===== src/rtl/button_conditioner_if.sv =====
// Button-side interface: raw active-low buttons in, single-cycle game requests out.
interface button_conditioner_if;
  logic btn_move_n;
  logic btn_select_n;
  logic move;
  logic select;

  // Driver of the raw buttons and consumer of the requests
  modport master (
    output btn_move_n,
    output btn_select_n,
    input  move,
    input  select
  );

  // Conditioner side
  modport slave (
    input  btn_move_n,
    input  btn_select_n,
    output move,
    output select
  );
endinterface


===== src/rtl/button_conditioner.sv =====
// Synchronizes, debounces and pulse-encodes two push-buttons; move auto-repeats while held.
module button_conditioner #(
  parameter int unsigned DEBOUNCE_CYCLES = 4,
  parameter int unsigned REPEAT_DELAY    = 16,
  parameter int unsigned REPEAT_PERIOD   = 8
) (
  input  logic               clk,
  input  logic               rst,
  button_conditioner_if.slave bus
);

  localparam int unsigned NBTN     = 2;
  localparam int unsigned BTN_MOVE = 0;
  localparam int unsigned BTN_SEL  = 1;
  localparam int unsigned CNT_W    = 8;
  localparam int unsigned RPT_W    = 16;

  typedef enum logic [1:0] {
    IDLE,
    CONFIRM_PRESS,
    HELD,
    CONFIRM_RELEASE
  } state_t;

  logic [NBTN-1:0]  sync1;
  logic [NBTN-1:0]  pressed;
  state_t           state [NBTN];
  logic [CNT_W-1:0] cnt   [NBTN];
  logic [CNT_W-1:0] cnt_inc_c   [NBTN];
  logic [NBTN-1:0]  cnt_reach_c;
  logic [NBTN-1:0]  press_evt;

  logic [RPT_W-1:0] rpt_cnt;
  logic [RPT_W-1:0] rpt_inc_c;
  logic             rpt_first_done;
  logic             rpt_hit_c;
  logic             rpt_evt;

  // Two-flop synchronizers; stored polarity is "pressed" (raw low)
  always_ff @(posedge clk or negedge rst) begin
    if (!rst) begin
      sync1   <= '0;
      pressed <= '0;
    end else begin
      sync1   <= ~{bus.btn_select_n, bus.btn_move_n};
      pressed <= sync1;
    end
  end

  // Saturating stability-counter increment and terminal-count detect
  always_comb begin
    for (int b = 0; b < NBTN; b++) begin
      cnt_inc_c[b]   = (cnt[b] == {CNT_W{1'b1}}) ? cnt[b] : cnt[b] + CNT_W'(1);
      cnt_reach_c[b] = ((CNT_W+1)'(cnt[b]) + (CNT_W+1)'(1)) >= (CNT_W+1)'(DEBOUNCE_CYCLES);
    end
  end

  // Per-button debounce FSM; press_evt marks the cycle a press is accepted
  always_ff @(posedge clk or negedge rst) begin
    if (!rst) begin
      for (int b = 0; b < NBTN; b++) begin
        state[b] <= IDLE;
        cnt[b]   <= '0;
      end
      press_evt <= '0;
    end else begin
      press_evt <= '0;
      for (int b = 0; b < NBTN; b++) begin
        case (state[b])
          IDLE: begin
            if (pressed[b]) begin
              state[b] <= CONFIRM_PRESS;
              cnt[b]   <= CNT_W'(1);
            end
          end
          CONFIRM_PRESS: begin
            if (!pressed[b]) begin
              state[b] <= IDLE;
              cnt[b]   <= '0;
            end else if (cnt_reach_c[b]) begin
              state[b]     <= HELD;
              cnt[b]       <= '0;
              press_evt[b] <= 1'b1;
            end else begin
              cnt[b] <= cnt_inc_c[b];
            end
          end
          HELD: begin
            if (!pressed[b]) begin
              state[b] <= CONFIRM_RELEASE;
              cnt[b]   <= CNT_W'(1);
            end
          end
          CONFIRM_RELEASE: begin
            if (pressed[b]) begin
              state[b] <= HELD;
              cnt[b]   <= '0;
            end else if (cnt_reach_c[b]) begin
              state[b] <= IDLE;
              cnt[b]   <= '0;
            end else begin
              cnt[b] <= cnt_inc_c[b];
            end
          end
          default: begin
            state[b] <= IDLE;
            cnt[b]   <= '0;
          end
        endcase
      end
    end
  end

  // Repeat timer target: initial delay first, then the steady period
  always_comb begin
    rpt_inc_c = (rpt_cnt == {RPT_W{1'b1}}) ? rpt_cnt : rpt_cnt + RPT_W'(1);
    rpt_hit_c = ((RPT_W+1)'(rpt_cnt) + (RPT_W+1)'(1)) >=
                (rpt_first_done ? (RPT_W+1)'(REPEAT_PERIOD) : (RPT_W+1)'(REPEAT_DELAY));
  end

  // Move auto-repeat; runs only while move stays in HELD, cleared otherwise
  always_ff @(posedge clk or negedge rst) begin
    if (!rst) begin
      rpt_cnt        <= '0;
      rpt_first_done <= 1'b0;
      rpt_evt        <= 1'b0;
    end else begin
      rpt_evt <= 1'b0;
      if (state[BTN_MOVE] == HELD && pressed[BTN_MOVE]) begin
        if (rpt_hit_c) begin
          rpt_cnt        <= '0;
          rpt_first_done <= 1'b1;
          rpt_evt        <= 1'b1;
        end else begin
          rpt_cnt <= rpt_inc_c;
        end
      end else begin
        rpt_cnt        <= '0;
        rpt_first_done <= 1'b0;
      end
    end
  end

  // Output stage: select wins a same-cycle collision, move is dropped
  always_ff @(posedge clk or negedge rst) begin
    if (!rst) begin
      bus.move   <= 1'b0;
      bus.select <= 1'b0;
    end else begin
      bus.select <= press_evt[BTN_SEL];
      bus.move   <= (press_evt[BTN_MOVE] | rpt_evt) & ~press_evt[BTN_SEL];
    end
  end

endmodule

===== src/flat_wrapper.sv =====
// flat-port wrapper written by rule: the top's interface ports become plain ports
module button_conditioner_flat 
#(
  parameter int unsigned DEBOUNCE_CYCLES = 4,
  parameter int unsigned REPEAT_DELAY    = 16,
  parameter int unsigned REPEAT_PERIOD   = 8
)
  (clk, rst, bus_btn_move_n, bus_btn_select_n, bus_move, bus_select);
  button_conditioner_if bus_i ();
  input  logic clk;
  input  logic rst;
  input wire logic [$bits(bus_i.btn_move_n)-1:0] bus_btn_move_n;
  input wire logic [$bits(bus_i.btn_select_n)-1:0] bus_btn_select_n;
  output wire logic [$bits(bus_i.move)-1:0] bus_move;
  output wire logic [$bits(bus_i.select)-1:0] bus_select;
  assign bus_i.btn_move_n = bus_btn_move_n;
  assign bus_i.btn_select_n = bus_btn_select_n;
  assign bus_move = bus_i.move;
  assign bus_select = bus_i.select;
  button_conditioner #(.DEBOUNCE_CYCLES(DEBOUNCE_CYCLES), .REPEAT_DELAY(REPEAT_DELAY), .REPEAT_PERIOD(REPEAT_PERIOD)) u_core (.clk(clk), .rst(rst), .bus(bus_i));
endmodule

===== config.mk =====
export PLATFORM = sky130hd
export DESIGN_NAME = button_conditioner_flat
export DESIGN_NICKNAME = d
export VERILOG_FILES = /design/src/rtl/button_conditioner_if.sv /design/src/rtl/button_conditioner.sv /design/src/flat_wrapper.sv
export SDC_FILE = /design/constraint.sdc
export NUM_CORES = 1
export LEC_CHECK = 0
export ABC_AREA = 1
export BUFFER_PORTS_ARGS = -buffer_cell sky130_fd_sc_hd__buf_2
export CAP_MARGIN = 10
export CORE_AREA = 2 2 67 69
export DETAILED_ROUTE_END_ITERATION = 10
export DIE_AREA = 0 0 69 71
export GPL_TIMING_DRIVEN = 0
export PLACE_DENSITY = 0.74
export SLEW_MARGIN = 20
export SYNTH_ARGS = -nofsm -noshare
export SYNTH_HDL_FRONTEND = slang
export SYNTH_SLANG_ARGS = --single-unit

===== constraint.sdc =====
create_clock -name clk -period 2.4 [get_ports clk]
set_input_delay 0 -clock clk [delete_from_list [all_inputs] [get_ports clk]]
set_output_delay 0 -clock clk [all_outputs]
set_load 0.03 [all_outputs]

# Word-level counts from Yosys, hierarchy flattened
# Index checks and enable logic that the tools add are counted.
# totals
regBits,46
inputBits,4
out_inout_bits,2
wordCells,93
# classes
n_addsub,6
order_cmp,3
n_eq_ne,19
n_mux,42
n_bitwise,4
n_reduce_logical,7
# ops
operator,count
$mux W8,12
$pmux W8 S4,2
$mux W16,3
$mux W2,12
$add A8 B1 Y9 const B,2
$ge A9 B3 Y1 const B,2
$add A16 B1 Y17 const B,1
$ge A17 B17 Y1,1
$add A16 B1 Y16 const B,1
$add A8 B1 Y8 const B,2
$eq A16 B16 Y1 const B,1
$eq A8 B8 Y1 const B,2
$pmux W2 S4,2
$mux W1,10
$eq A2 B2 Y1 const B,4
$reduce_and A4 Y1,2
$ne A2 B1 Y1 const B,3
$ne A3 B1 Y1 const B,2
$ne A3 B3 Y1 const B,2
$mux W5,1
$eq A2 B1 Y1 const B,2
$logic_not A2 Y1,2
$ne A2 B2 Y1 const B,2
$reduce_and A2 Y1,2
6 further kinds,6

# Logic depth before layout (Yosys ltp)
# depth
word_depth,5
mapped_depth,14
depth_no_buf,14

# Worst setup path after synthesis
# OpenSTA, ideal clock, no wires.
# synth_path
kind,register to register
startpoint,reg u_core.rpt_cnt[0]
endpoint,reg u_core.rpt_cnt[0]
setup_ps,73
arrival_ps,1823
required_time_ps,2327
slack_ps,504
stages_incl_launch_ff,14
path_buffers,0
synth_period_minus_slack_ps,1896
cell_sequence,dfrtp_1 > ha_1 > nand3_1 > xnor2_1 > ha_1 > inv_1 > nor2_1 > nor2_1 > o21ai_0 > nor2_1 > nand2_1 > nor2_2 > nand3_2 > nor2_1
# synth_via
elab_chain_cells,4
elab_cells_between_ends,8
classes_between,add/sub: 2; order compare: 1; eq/ne: 2; mux: 3
# synth_lines
item,line,source
from (decl),button_conditioner.sv:33,logic [RPT_W-1:0] rpt_cnt;
from (signal assigned),button_conditioner.sv:135,rpt_cnt <= rpt_inc_c;
$add A16 B1 Y17 or $add A16 B1 Y16 (tied branches),"button_conditioner.sv:117, button_conditioner.sv:116",
$ge A17 B17 Y1 or $mux W16 (tied branches),"button_conditioner.sv:117, button_conditioner.sv:116",
$mux W16,button_conditioner.sv:130,if (rpt_hit_c) begin
$mux W16,button_conditioner.sv:129,if (state[BTN_MOVE] == HELD && pressed[BTN_MOVE]) begin
# Parallel ways exist; a longest one is shown, timed or not. The select of a mux whose other input is x is not followed.
# A chain may end at the register's enable or synchronous reset.

# Final worst setup path
# layout_path
startpoint,reg u_core.rpt_cnt[1]
endpoint,reg u_core.rpt_cnt[4]
# Same word-level chain as after synthesis.

==> results.cfg <==
[cells_and_area]
area_growth_syn_to_layout_pct = 11.7
layout_commonest_cell = nand2_1
drive_gt1_share_pct = 7.81
final_cell_mix = 79 x nand2_1, 52 x nor2_1, 46 x dfrtp_1
postLayoutCellArea_um2 = 2680
n_antenna_cell = 0
fin_nets = 343

[placement]
placed_area_um2 = 2530
place_congestion = 0.788
portBuffers = 5
dp_hpwl_um = 3080

[timing]
fmax_mhz = 468
post-route-period-util_pct = 89.1
period_needed_ns = 2.14
worst_slew_pin_slew_ns = 0.554
relSlewSlack_pct = 63.1
maxSlewViolCount = 0
setup_viol = 0
hold_viol = 0
rsz0062_at_grt = no
finalSetupTns_ns = 0
skew_ns = 0.00792

[logic_synthesis]
synth_simple_gate_area_share_pct = 33.1
yosysTopAreaCellShare_pct = 48.0
netlist.top_cell.by_area = dfrtp_1
yosys.area_share.xor_xnor_pct = 4.38
ys.flop_type = dfrtp_1
synth_warnings = 0
synthMuxAreaShare_pct = 0.887
netlist_top_cells_area = dfrtp_1 48%, nand2_1 12%, nor2_1 8.1%
synth_fa_ha_area_share_pct = 3.65
synth-edff-count = 0
syn_area_per_cell_um2 = 7.84
synth.distinct_cells = 27
netlist_instances = 306
synth-seq-cells = 46
synth_top_family_by_area = simple AND/OR/NAND/NOR gates
seq_area_frac_synth_pct = 48.0
async_flop_share_pct = 100
synth_compound_area_share_pct = 2.82
synthesis.area_um2 = 2400

[cts]
cts_htree_levels = 2
clkTransAtPathRegs_ns = 0.08
cts_sinks = 46
cts_tree = done
ctsRootBufferMaster = clkbuf_8
clk_latency_ns = 0.29
cts_buffers = 5
clockBufferDepth = 2

[routing]
wl_per_cell_um = 10.5
first_pass_iters = 6
drtIter0Drc = 63
wl_met3_um = 85
drc = 0
detail-route-antenna-nets = 0
routed_wl_um = 4060
wirelength_met1_um = 1870
top_layer_used = met4
vias_per_cell = 4.82
dr_wl_met2_um = 2050
route.vias.total = 1857

[critical_path]
arrival_ns = 2.36
ff2ff_setup_slack_ns = 0.26
critPathCaptureType = flip-flop
path_common_cell = nor2_1
slowest_stage = dfrtp_1
cp_cell_sequence = ha_1 > nand3_1 > xnor2_2 > ha_1 > inv_1 > nor2_1 > nor2_1 > o21ai_0 > nor2_1 > nand2_1 > nor2_2 > nand3_2 > nor2_1
crit_path_start_kind = flip-flop
worstPathRequired_ns = 2.62
timing.rr.end = u_core.rpt_cnt[4]
crit_path_max_incr_delay_ns = 0.39
crit_type = reg2reg
path_max_fanout = 5
startpoint = u_core.rpt_cnt[1]
r2r_start = u_core.rpt_cnt[1]
r2r_cells = 13

[die]
dieHeight_um = 71
coreArea_um2 = 4200
die_area_um2 = 4900
die_w_um = 69
start_util_pct = 57.1
ios = 6
placementRows = 24

[grt]
grt_max_degree = 47
grt_antenna_before_repair = 0
grt_pass1_wl_um = 7420
grt_pass1_vias = 1803
overflow = 0
gr-usage-all-layers_pct = 18.7

[run]
drv_cap = 0

[power]
p_per_area_nw_per_um2 = 689
power_leakage_nw = 1.36
ir_drop_mv = 0.501

[outcome]
status = completed

[worst_hold_path]
hp-class = in2async
routing by layer:
metal  global-route usage (%)  up-vias
met4                     7.63        0
li1                         -      998
met1                     22.5      835
met3                     3.85        4
met5                        0        -
met2                     32.8       20
synthesized netlist by cell type, drive strengths merged, types with 2 or more instances:
| master | number |
|---|---|
| a21oi | 3 |
| dfrtp | 46 |
| ha | 7 |
| inv | 45 |
| nand2 | 80 |
| nand3 | 23 |
| nand4 | 14 |
| nor2 | 57 |
| nor3 | 4 |
| o21ai | 6 |
| o21bai | 2 |
| xnor2 | 4 |
| xor2 | 8 |
critical path, delay by kind of cell (launching register included):
| kind | cells | cell delay [ns] |
|---|---|---|
| AND/OR/NAND/NOR | 8 | 0.87 |
| adder cells (fa/ha/maj) | 2 | 0.47 |
| flip-flops | 1 | 0.39 |
| XOR/XNOR | 1 | 0.18 |
| AO/OA/AOI/OAI | 1 | 0.08 |
| buffers and inverters | 1 | 0.07 |
where the power goes:
group	internal (mW)	total (mW)	switching, mW	leakage (nW)
logic	0.152	0.380	0.229	0.714
clock network	0.264	0.505	0.241	0.0544
registers	0.865	0.962	0.0969	0.595
repair_timing:
| item | CTS | global route |
|---|---|---|
| buffers inserted | 0 | 1 |
| hold buffers | 3 | 0 |
| endpoints found under the setup margin | 0 | 5 |
| gates resized for setup | 0 | 1 |
| hold endpoints to repair | 48 | 0 |
per-stage QoR:
step	worst slack, ns	instances	hold slack, ns	power (mW)	utilization [%]
after CTS	0.198	384	0.349	1.87	63.3
after detailed placement	0.216	373	0.145	1.35	60.1
after global placement	0.265	373	0.142	1.34	60.1
final	0.261	385	0.235	1.85	63.7
after global routing	0.0000449	385	0.300	1.99	63.7
after floorplan	0.504	316	-0.296	1.25	-
how the worst max path moves through the flow:
stage	end	slack [ns]	depth (start not counted)
2_1_floorplan	u_core.rpt_cnt[0]	0.50	13
3_3_place_gp	u_core.rpt_cnt[0]	0.27	13
3_5_place_dp	u_core.rpt_cnt[4]	0.22	13
4_1_cts	u_core.rpt_cnt[4]	0.20	13
5_1_grt	u_core.rpt_cnt[2]	0.00004	13
6_report	u_core.rpt_cnt[4]	0.26	13
kinds of logic (layout without fill, tap and decap cells):
group	count (synthesis)	count (layout)
buffers and inverters	45	62
AO/OA/AOI/OAI	12	12
adder cells (fa/ha/maj)	7	7
AND/OR/NAND/NOR	181	181
XOR/XNOR	12	12
other	1	11
flip-flops	46	46
multiplexers	2	2
final cells by class:
cell class | instances | area, um2
tap | 52 | 65.1
clock inverter | 1 | 8.76
inverter | 45 | 169
clock buffer | 7 | 96.3
fill | 404 | 1530
sequential | 46 | 1150
multi-input combinational | 225 | 1120
timing repair buffer | 9 | 65.1
sequential cells by signal, summed over array words and instances, names as in the netlist, named ones only:
name                   count
u_core.bus.move            1
u_core.rpt_first_done      1
u_core.bus.select          1
u_core.press_evt           2
u_core.rpt_evt             1
u_core.cnt                16
u_core.rpt_cnt            16
u_core.sync1               2
u_core.pressed             2
u_core.state               2
Note: power is estimated with default switching activity, not from simulation.
